## src/rtl/freq_display_driver.sv

```systemverilog
// rtl/freq_display_driver.sv - binary count to BCD (double dabble) and multiplexed 7-segment driver
// Optional leading-zero blanking: define FREQ_DISP_LZB_EN.
module freq_display_driver #(
    parameter int COUNT_W     = 16,
    parameter int DIGITS      = 4,
    parameter int REFRESH_DIV = 1000
) (
    input  logic               clk,
    input  logic               rst_n,
    input  logic [COUNT_W-1:0] count_in,
    input  logic               count_valid,
    output logic [6:0]         seg,
    output logic [DIGITS-1:0]  digit_sel,
    output logic               busy,
    output logic               overflow
);

    localparam int BCD_W  = (DIGITS + 2) * 4;
    localparam int DISP_W = DIGITS * 4;
    localparam int CNT_W  = $clog2(COUNT_W + 1);
    localparam int RC_W   = $clog2(REFRESH_DIV);
    localparam int IDX_W  = (DIGITS > 1) ? $clog2(DIGITS) : 1;
    localparam logic [39:0] MAX_VAL = 40'(10 ** DIGITS - 1);

    typedef enum logic [1:0] {S_IDLE, S_CONVERT, S_COMMIT} state_t;

    state_t             state, state_nxt;
    logic [COUNT_W-1:0] bin_sr, latched, pend_data, load_val;
    logic [BCD_W-1:0]   bcd_sr, bcd_adj, bcd_nxt;
    logic [COUNT_W-1:0] bin_nxt;
    logic [CNT_W-1:0]   bit_cnt;
    logic               pend_valid, start_load;
    logic [DISP_W-1:0]  display;
    logic [RC_W-1:0]    refresh_cnt;
    logic [IDX_W-1:0]   digit_idx;
    logic [3:0]         cur_nib;
    logic [6:0]         seg_nxt;

    function automatic logic [6:0] decode(input logic [3:0] d);
        case (d)
            4'd0:    decode = 7'h3F;
            4'd1:    decode = 7'h06;
            4'd2:    decode = 7'h5B;
            4'd3:    decode = 7'h4F;
            4'd4:    decode = 7'h66;
            4'd5:    decode = 7'h6D;
            4'd6:    decode = 7'h7D;
            4'd7:    decode = 7'h07;
            4'd8:    decode = 7'h7F;
            4'd9:    decode = 7'h6F;
            default: decode = 7'h00;
        endcase
    endfunction

    always_comb begin
        state_nxt  = state;
        start_load = 1'b0;
        load_val   = count_in;
        case (state)
            S_IDLE: begin
                if (count_valid) begin
                    start_load = 1'b1;
                    state_nxt  = S_CONVERT;
                end
            end
            S_CONVERT: begin
                if (bit_cnt == CNT_W'(COUNT_W - 1))
                    state_nxt = S_COMMIT;
            end
            S_COMMIT: begin
                // A strobe landing in this cycle is the newest value, so it supersedes the slot.
                if (pend_valid || count_valid) begin
                    start_load = 1'b1;
                    load_val   = count_valid ? count_in : pend_data;
                    state_nxt  = S_CONVERT;
                end else begin
                    state_nxt = S_IDLE;
                end
            end
            default: state_nxt = S_IDLE;
        endcase
    end

    always_comb begin
        bcd_adj = '0;
        for (int i = 0; i < DIGITS + 2; i++)
            bcd_adj[i*4 +: 4] = (bcd_sr[i*4 +: 4] >= 4'd5) ? bcd_sr[i*4 +: 4] + 4'd3 : bcd_sr[i*4 +: 4];
        bcd_nxt = {bcd_adj[BCD_W-2:0], bin_sr[COUNT_W-1]};
        bin_nxt = {bin_sr[COUNT_W-2:0], 1'b0};
    end

    always_ff @(posedge clk or negedge rst_n) begin
        if (!rst_n) begin
            state      <= S_IDLE;
            bin_sr     <= '0;
            bcd_sr     <= '0;
            latched    <= '0;
            bit_cnt    <= '0;
            pend_data  <= '0;
            pend_valid <= 1'b0;
            display    <= '0;
            overflow   <= 1'b0;
        end else begin
            state <= state_nxt;
            if (start_load) begin
                bin_sr  <= load_val;
                latched <= load_val;
                bcd_sr  <= '0;
                bit_cnt <= '0;
            end else if (state == S_CONVERT) begin
                bin_sr  <= bin_nxt;
                bcd_sr  <= bcd_nxt;
                bit_cnt <= bit_cnt + 1'b1;
            end
            if (state == S_COMMIT) begin
                display  <= bcd_sr[DISP_W-1:0];
                overflow <= 40'(latched) > MAX_VAL;
            end
            if (state == S_COMMIT && start_load)
                pend_valid <= 1'b0;
            else if (count_valid && state != S_IDLE) begin
                pend_data  <= count_in;
                pend_valid <= 1'b1;
            end
        end
    end

    assign busy    = (state != S_IDLE);
    assign cur_nib = display[{digit_idx, 2'b00} +: 4];

`ifdef FREQ_DISP_LZB_EN
    logic [DIGITS-1:0] blank;
    logic              zero_above;

    always_comb begin
        blank      = '0;
        zero_above = 1'b1;
        for (int i = DIGITS - 1; i >= 0; i--) begin
            zero_above = zero_above && (display[i*4 +: 4] == 4'd0);
            blank[i]   = zero_above && (i != 0);
        end
    end

    always_comb begin
        seg_nxt = decode(cur_nib);
        if (blank[digit_idx])
            seg_nxt = 7'h00;
        if (overflow)
            seg_nxt = 7'h40;
    end
`else
    always_comb begin
        seg_nxt = decode(cur_nib);
        if (overflow)
            seg_nxt = 7'h40;
    end
`endif

    always_ff @(posedge clk or negedge rst_n) begin
        if (!rst_n) begin
            refresh_cnt <= '0;
            digit_idx   <= '0;
            digit_sel   <= '0;
            seg         <= '0;
        end else begin
            if (refresh_cnt == RC_W'(REFRESH_DIV - 1)) begin
                refresh_cnt <= '0;
                digit_idx   <= (digit_idx == IDX_W'(DIGITS - 1)) ? '0 : digit_idx + 1'b1;
            end else begin
                refresh_cnt <= refresh_cnt + 1'b1;
            end
            digit_sel <= DIGITS'(1) << digit_idx;
            seg       <= seg_nxt;
        end
    end

endmodule

```

## config.mk

```make
export PLATFORM = sky130hd
export DESIGN_NAME = freq_display_driver
export DESIGN_NICKNAME = d
export VERILOG_FILES = /design/src/rtl/freq_display_driver.sv
export SDC_FILE = /design/constraint.sdc
export NUM_CORES = 1
export LEC_CHECK = 0
export ABC_AREA = 1
export BUFFER_PORTS_ARGS = -buffer_cell sky130_fd_sc_hd__buf_2
export CAP_MARGIN = 25
export CORE_MARGIN = 2
export CORE_UTILIZATION = 35
export CTS_BUF_LIST = sky130_fd_sc_hd__clkbuf_4
export DETAILED_ROUTE_END_ITERATION = 6
export SLEW_MARGIN = 40
export SYNTH_ARGS = -nofsm -noshare
export SYNTH_HDL_FRONTEND = slang
export SYNTH_SLANG_ARGS = --single-unit
```

## constraint.sdc

```tcl
create_clock -name clk -period 5.25 [get_ports clk]
set_input_delay 0.2625 -clock clk [delete_from_list [all_inputs] [get_ports clk]]
set_output_delay 0.2625 -clock clk [all_outputs]
set_load 0.03 [all_outputs]
```

### Yosys cells after proc, flatten, opt, wreduce, memory -nomap -nowiden

Memories as Yosys holds them, arrays and structs flattened.
Cells that the tools add are included.
W data, S select, Z words.

* bits in registers: 120
* bits in read-only memories: 112
* input port bits: 19
* output and inout bits: 13
* logic and storage cells: 76
* memories kept: 1

* $add $sub $neg: 9
* magnitude comparators: 7
* equality and inequality tests: 7
* shift operators: 2
* mux-type cells: 27
* bitwise logic cells: 1
* reduce and logical (&&, ||, !) cells: 9

Memory list
* (name not given): depth 16, bits a word 7, read ports 1, clocked after memory_dff 0, wr ports 0, RTL line 40 `case (d)`

Operators with widths (count)
* $mux W16: 5
* $mux W24: 2
* $ge A4 B3 Y1 const B: 6
* $add A4 B2 Y4 const B: 5
* $mux W4: 5
* $gt A16 B14 Y1 const B: 1
* $shiftx A16 B5 Y4: 1
* $add A10 B1 Y10 const B: 1
* $eq A10 B10 Y1 const B: 1
* $mux W10: 1
* $mux W5: 2
* $mux W7: 1
* $mux W2: 3
* $pmux W2 S3: 1
* $reduce_bool A2 Y1: 3
* $add A5 B1 Y5 const B: 1
* $eq A5 B4 Y1 const B: 1
* $mux W1: 5
* $eq A2 B2 Y1 const B: 2
* $ne A2 B2 Y1 const B: 2
* $reduce_and A2 Y1: 2
* $shl A1 B2 Y4 const A: 1
* $add A3 B2 Y3 const B: 1
* $mux W3: 1
* 7 further kinds: 8

### Logic depth before layout (Yosys ltp)

* depth in word-level cells: 6
* depth in mapped cells: 11

### Least setup slack after synthesis

No wires, ideal clock.

* kind: flip-flop to flip-flop
* start point: register digit_idx[0]
* end point: register seg[3]
* arrival time: 1.625 ns
* data required time: 5.133 ns
* setup slack: 3.509 ns
* cell stages (with the launch flop): 11
* period minus slack after synthesis: 1.741 ns
* cell sequence: dfrtp_1 > buf_6 > inv_6 > nand2_1 > a32oi_1 > inv_1 > ha_1 > nand3_1 > nand2_1 > nor2_1 > nor2_1

* cells in the longest elaborated chain, start to end: 3

Ends and longest elaborated chain
* from (decl): RTL line 35 `logic [IDX_W-1:0] digit_idx;`
* from (signal assigned): RTL line 168 `digit_idx <= (digit_idx == IDX_W'(DIGITS - 1)) ? '0 : digit_idx + 1'b1;`
* $shiftx A16 B5 Y4: RTL line 129 `assign cur_nib = display[{digit_idx, 2'b00} +: 4];`
* $mem_v2 Z16 W7
* $mux W7: RTL line 154 `if (overflow)`
* net seg_nxt[3]: RTL line 37 `logic [6:0] seg_nxt;`
* to (signal assigned): RTL line 173 `seg <= seg_nxt;`
* to (decl): RTL line 12 `output logic [6:0] seg,`

The timed path passes the listed nets, and every way through them passes these cells.
A chain may end at the register's enable or synchronous reset.

### Final worst setup path

Same ends and word-level chain as after synthesis.

==> implementation parameters <==
Parameter                              Value

Detailed routing
  Total number of vias ... 3,986
  Final ANT Viol Nets ... 0
  Avg WL per Cell ... 12.0 microns
  Final routed wirelength across all metal layers ... 10,200 microns
  Drt first-iter violations ... 189
  Via density ... 4.68
  Number of detailed-routing iterations run before antenna repair ... 5
  Residual DRC ... 0

Cells and area
  Share of final-layout standard cells stronger than drive strength 1 ... 0.117
  Antenna diode instance count ... 0
  Area delta synth->final ... 9.67%
  Highest-count cells in the layout ignoring fill and taps ... 186 x nand2_1, 108 x dfrtp_1, 83 x inv_1, 61 x o21ai_0, 55 x nand3_1
  Net total in the final layout ... 702
  Most common library cell in the layout ignoring fill and taps ... nand2_1

Clock tree
  Clock latency at the later pin of the worst-skew pair ... 0.48 ns
  Clock-pin transition on the worst setup and hold timing paths ... 0.17 ns
  CTS tree ... done
  Number of clock buffers inserted by TritonCTS ... 9
  Resized cells post-CTS ... 0
  Clock root buffer ... clkbuf_4
  Number of clock sinks ... 108
  Longest Clk Path Bufs ... 2
  CTS H-Tree Depth ... 3

Yosys
  Mapped Cells ... 630
  Dominant combinational cell family by area after synthesis ... simple AND/OR/NAND/NOR gates
  Synthesis-stage register bit count ... 108
  Avg Synthesized Cell Area ... 8.38 sq um
  Synth Area in Adders ... 0.0498
  Warning count from the yosys run ... 0
  Post-synthesis instance area ... 5280 sq um
  Xor/xnor share of the synthesized area ... 0.00663
  Multiplexer fraction of the synthesized cell area ... 0
  Sequential element share of the synthesized area ... 0.512
  Post-synthesis share of cell area spent on and, or, nand and nor gates ... 0.247
  Synthesized netlist net count ... 670
  Distinct cell type count of the synthesized netlist ... 32
  Post-synthesis compound-gate area fraction ... 0.0952

Global routing
  Remaining global-route overflow ... 0
  Routing usage on met2 ... 0.232
  Global-route wire length before repair ... 18,300 microns
  GR Util met3 ... 0.0380
  Largest net degree at the start of global routing ... 77
  Vias in the first global route ... 3,956
  Aggregate global-route resource usage ... 0.139
  Initial antenna violation count ... 0
  Met1 usage in global routing ... 0.177
  Highest-utilization routing layer at the global route stage ... met2

Critical path
  Origin of the critical flop-to-flop path ... digit_idx[0]$_DFFE_PN0N_
  Type of the worst setup path ... reg2reg
  Required time of the critical path ... 5.63 ns
  CP delay by family, top ... flip-flops
  Endpoint of the most critical register-to-register path ... seg[3]$_DFF_PN0_
  Path depth of the worst reg2reg path ... 9
  Arrival time at the worst endpoint ... 2.45 ns
  Start point of the critical path ... digit_idx[0]$_DFFE_PN0N_
  CP cell instances ... inv_6 > nand2_1 > a32oi_1 > inv_1 > ha_1 > nand3_1 > nand2_1 > nor2_1 > nor2_1
  Flop-to-flop setup slack ... 3.17 ns
  Buffers & Inverters on Critical Path ... 2
  Critical path launch point type ... flip-flop
  Slowest cell delay on critical path ... 0.58 ns
  Highest fanout seen on the critical path ... 12
  Critical-path top delay cell ... dfrtp_1
  Endpoint class of the critical path ... flip-flop

Timing
  Minimum period implied by the final worst setup slack ... 2.08 ns
  Final hold vios ... 0
  Final critical-path share of the clock period ... 0.396
  Unrepaired setup endpoints after global routing ... no
  Slew headroom ... 0.547
  Setup ws final ... 3.17 ns
  Sum Neg Setup Slack ... 0 ns
  Post-Route Skew ... 0.0197 ns
  Max-slew violations ... 0
  Final setup viols ... 0
  Worst slew pin tran ... 0.680 ns
  Maximum operating frequency ... 0.482 GHz

Min path
  Launch instance of the worst min-delay path ... count_in[8]
  Worst hold path depth ... 3
  Path class of the lowest-slack min-delay path ... in2reg
  Worst hold endpoint ... pend_data[8]$_DFFE_PN0P_

Power
  Power density of the placed cells ... 299 nW/um^2
  Leakage power ... 2.89 nW
  Peak VDD IR ... 0.000138 V

Placement
  Routability congestion estimate ... 0.835
  Number of port buffers ... 31
  Setup WS pre-CTS ... 3.26 ns
  Total half-perimeter wirelength after legalization and detailed placement ... 7070 microns

Die
  Die height ... 127 microns
  Cell Rows ... 44
  Die Span X ... 127 microns
  Starting utilization of the core area ... 0.361
  I/O pin count ... 32
  Full die area ... 16,100 sq um
  CORE AREA ... 14,600 sq um

Run status
  Run status ... finished clean

Flow run
  Number of max-cap violations ... 0
timing repair:
action | CTS | global route
endpoints found under the setup margin | 0 | 0
hold buffers | 7 | 1
hold endpoints to repair | 81 | 1
buffers inserted | 0 | 0
stage by stage:
step                hold WS, ns  cell area (sq um)  power [mW]  cells  utilization
finish                   0.0274               5790        1.73    851        0.396
global route            0.00796               5790        1.84    851        0.396
CTS                     0.00280               5780        1.76    850        0.395
detailed placement        0.337               5550        1.27    827        0.379
global placement          0.464               5540        1.26    827        0.379
floorplan               -0.0331               5280        1.18    630            -
area by class of cell:
type / instances / area [sq um]
Fill cell: 1490 / 8850
Sequential cell: 108 / 2700
Multi-Input combinational cell: 415 / 2110
Inverter: 88 / 338
Timing Repair Buffer: 40 / 249
Tap cell: 184 / 230
Clock inverter: 6 / 87.6
Clock buffer: 10 / 75.1
cells in the mapped netlist:
library cell	count	area (sq um)
inv_1	84	315
nor2_8	1	20.0
nor2_4	2	22.5
nand2_1	187	702
a32oi_1	1	8.76
nand3_1	55	275
ha_1	21	263
nand3_2	1	10.0
inv_6	1	8.76
nand2_4	4	45.0
xor2_1	4	35.0
nand3_4	1	17.5
nand2_2	4	25.0
buf_6	5	56.3
o22ai_2	1	12.5
buf_2	4	20.0
and3_1	1	6.26
o21ai_2	9	78.8
nor3_1	10	50.1
a21oi_1	14	70.1
dfrtp_1	108	2700
o21ai_0	61	305
inv_2	2	7.51
nor2_2	1	6.26
nor3_2	1	10.0
o21ai_1	4	20.0
clkbuf_1	4	15.0
buf_4	5	37.5
a21boi_0	1	7.51
clkbuf_2	1	5.00
nor2_1	31	116
inv_4	1	6.26
cell families after synthesis:
kind of cell | count (synthesis)
fa+ha+maj | 21
compound gates | 91
simple gates | 299
buf+inv | 107
xor+xnor | 4
flops | 108
per-layer routing:
| metal | share of wire | vias up | wire length, microns |
|---|---|---|---|
| met2 | 0.47 | 67 | 4790 |
| met1 | 0.48 | 1865 | 4940 |
| met4 | 0.015 | 0 | 157 |
| met3 | 0.036 | 13 | 366 |
| met5 | 0 | - | 0 |
| li1 | - | 2041 | - |
where the power goes:
part	internal, mW	switching [mW]
clock network	0.199	0.277
registers	0.927	0.0572
logic	0.100	0.168
total	1.23	0.503
worst min-delay path, cell delays in order:
cell and delay, ns:
buf_2 0.09, inv_1 0.06, o21ai_0 0.08
state kept, by name (all words and copies together), names as in the netlist:
| signal | cells |
|---|---|
| bit_cnt | 5 |
| pend_data | 16 |
| pend_valid | 1 |
| bin_sr | 16 |
| latched | 12 |
| seg | 7 |
| bcd_sr | 16 |
| digit_idx | 2 |
| digit_sel | 4 |
| state | 2 |
| refresh_cnt | 10 |
| display | 16 |
| overflow | 1 |
worst max path at each step:
| stage | to | slack [ns] | cells past startpoint |
|---|---|---|---|
| after floorplan | seg[3]$_DFF_PN0_ | 3.51 | 10 |
| after global placement | seg[3]$_DFF_PN0_ | 3.33 | 9 |
| after detailed placement | seg[3]$_DFF_PN0_ | 3.26 | 9 |
| after CTS | seg[3]$_DFF_PN0_ | 3.21 | 9 |
| after global routing | seg[3]$_DFF_PN0_ | 2.98 | 9 |
| final | seg[3]$_DFF_PN0_ | 3.17 | 9 |
Note: power is estimated with default switching activity, not from simulation.
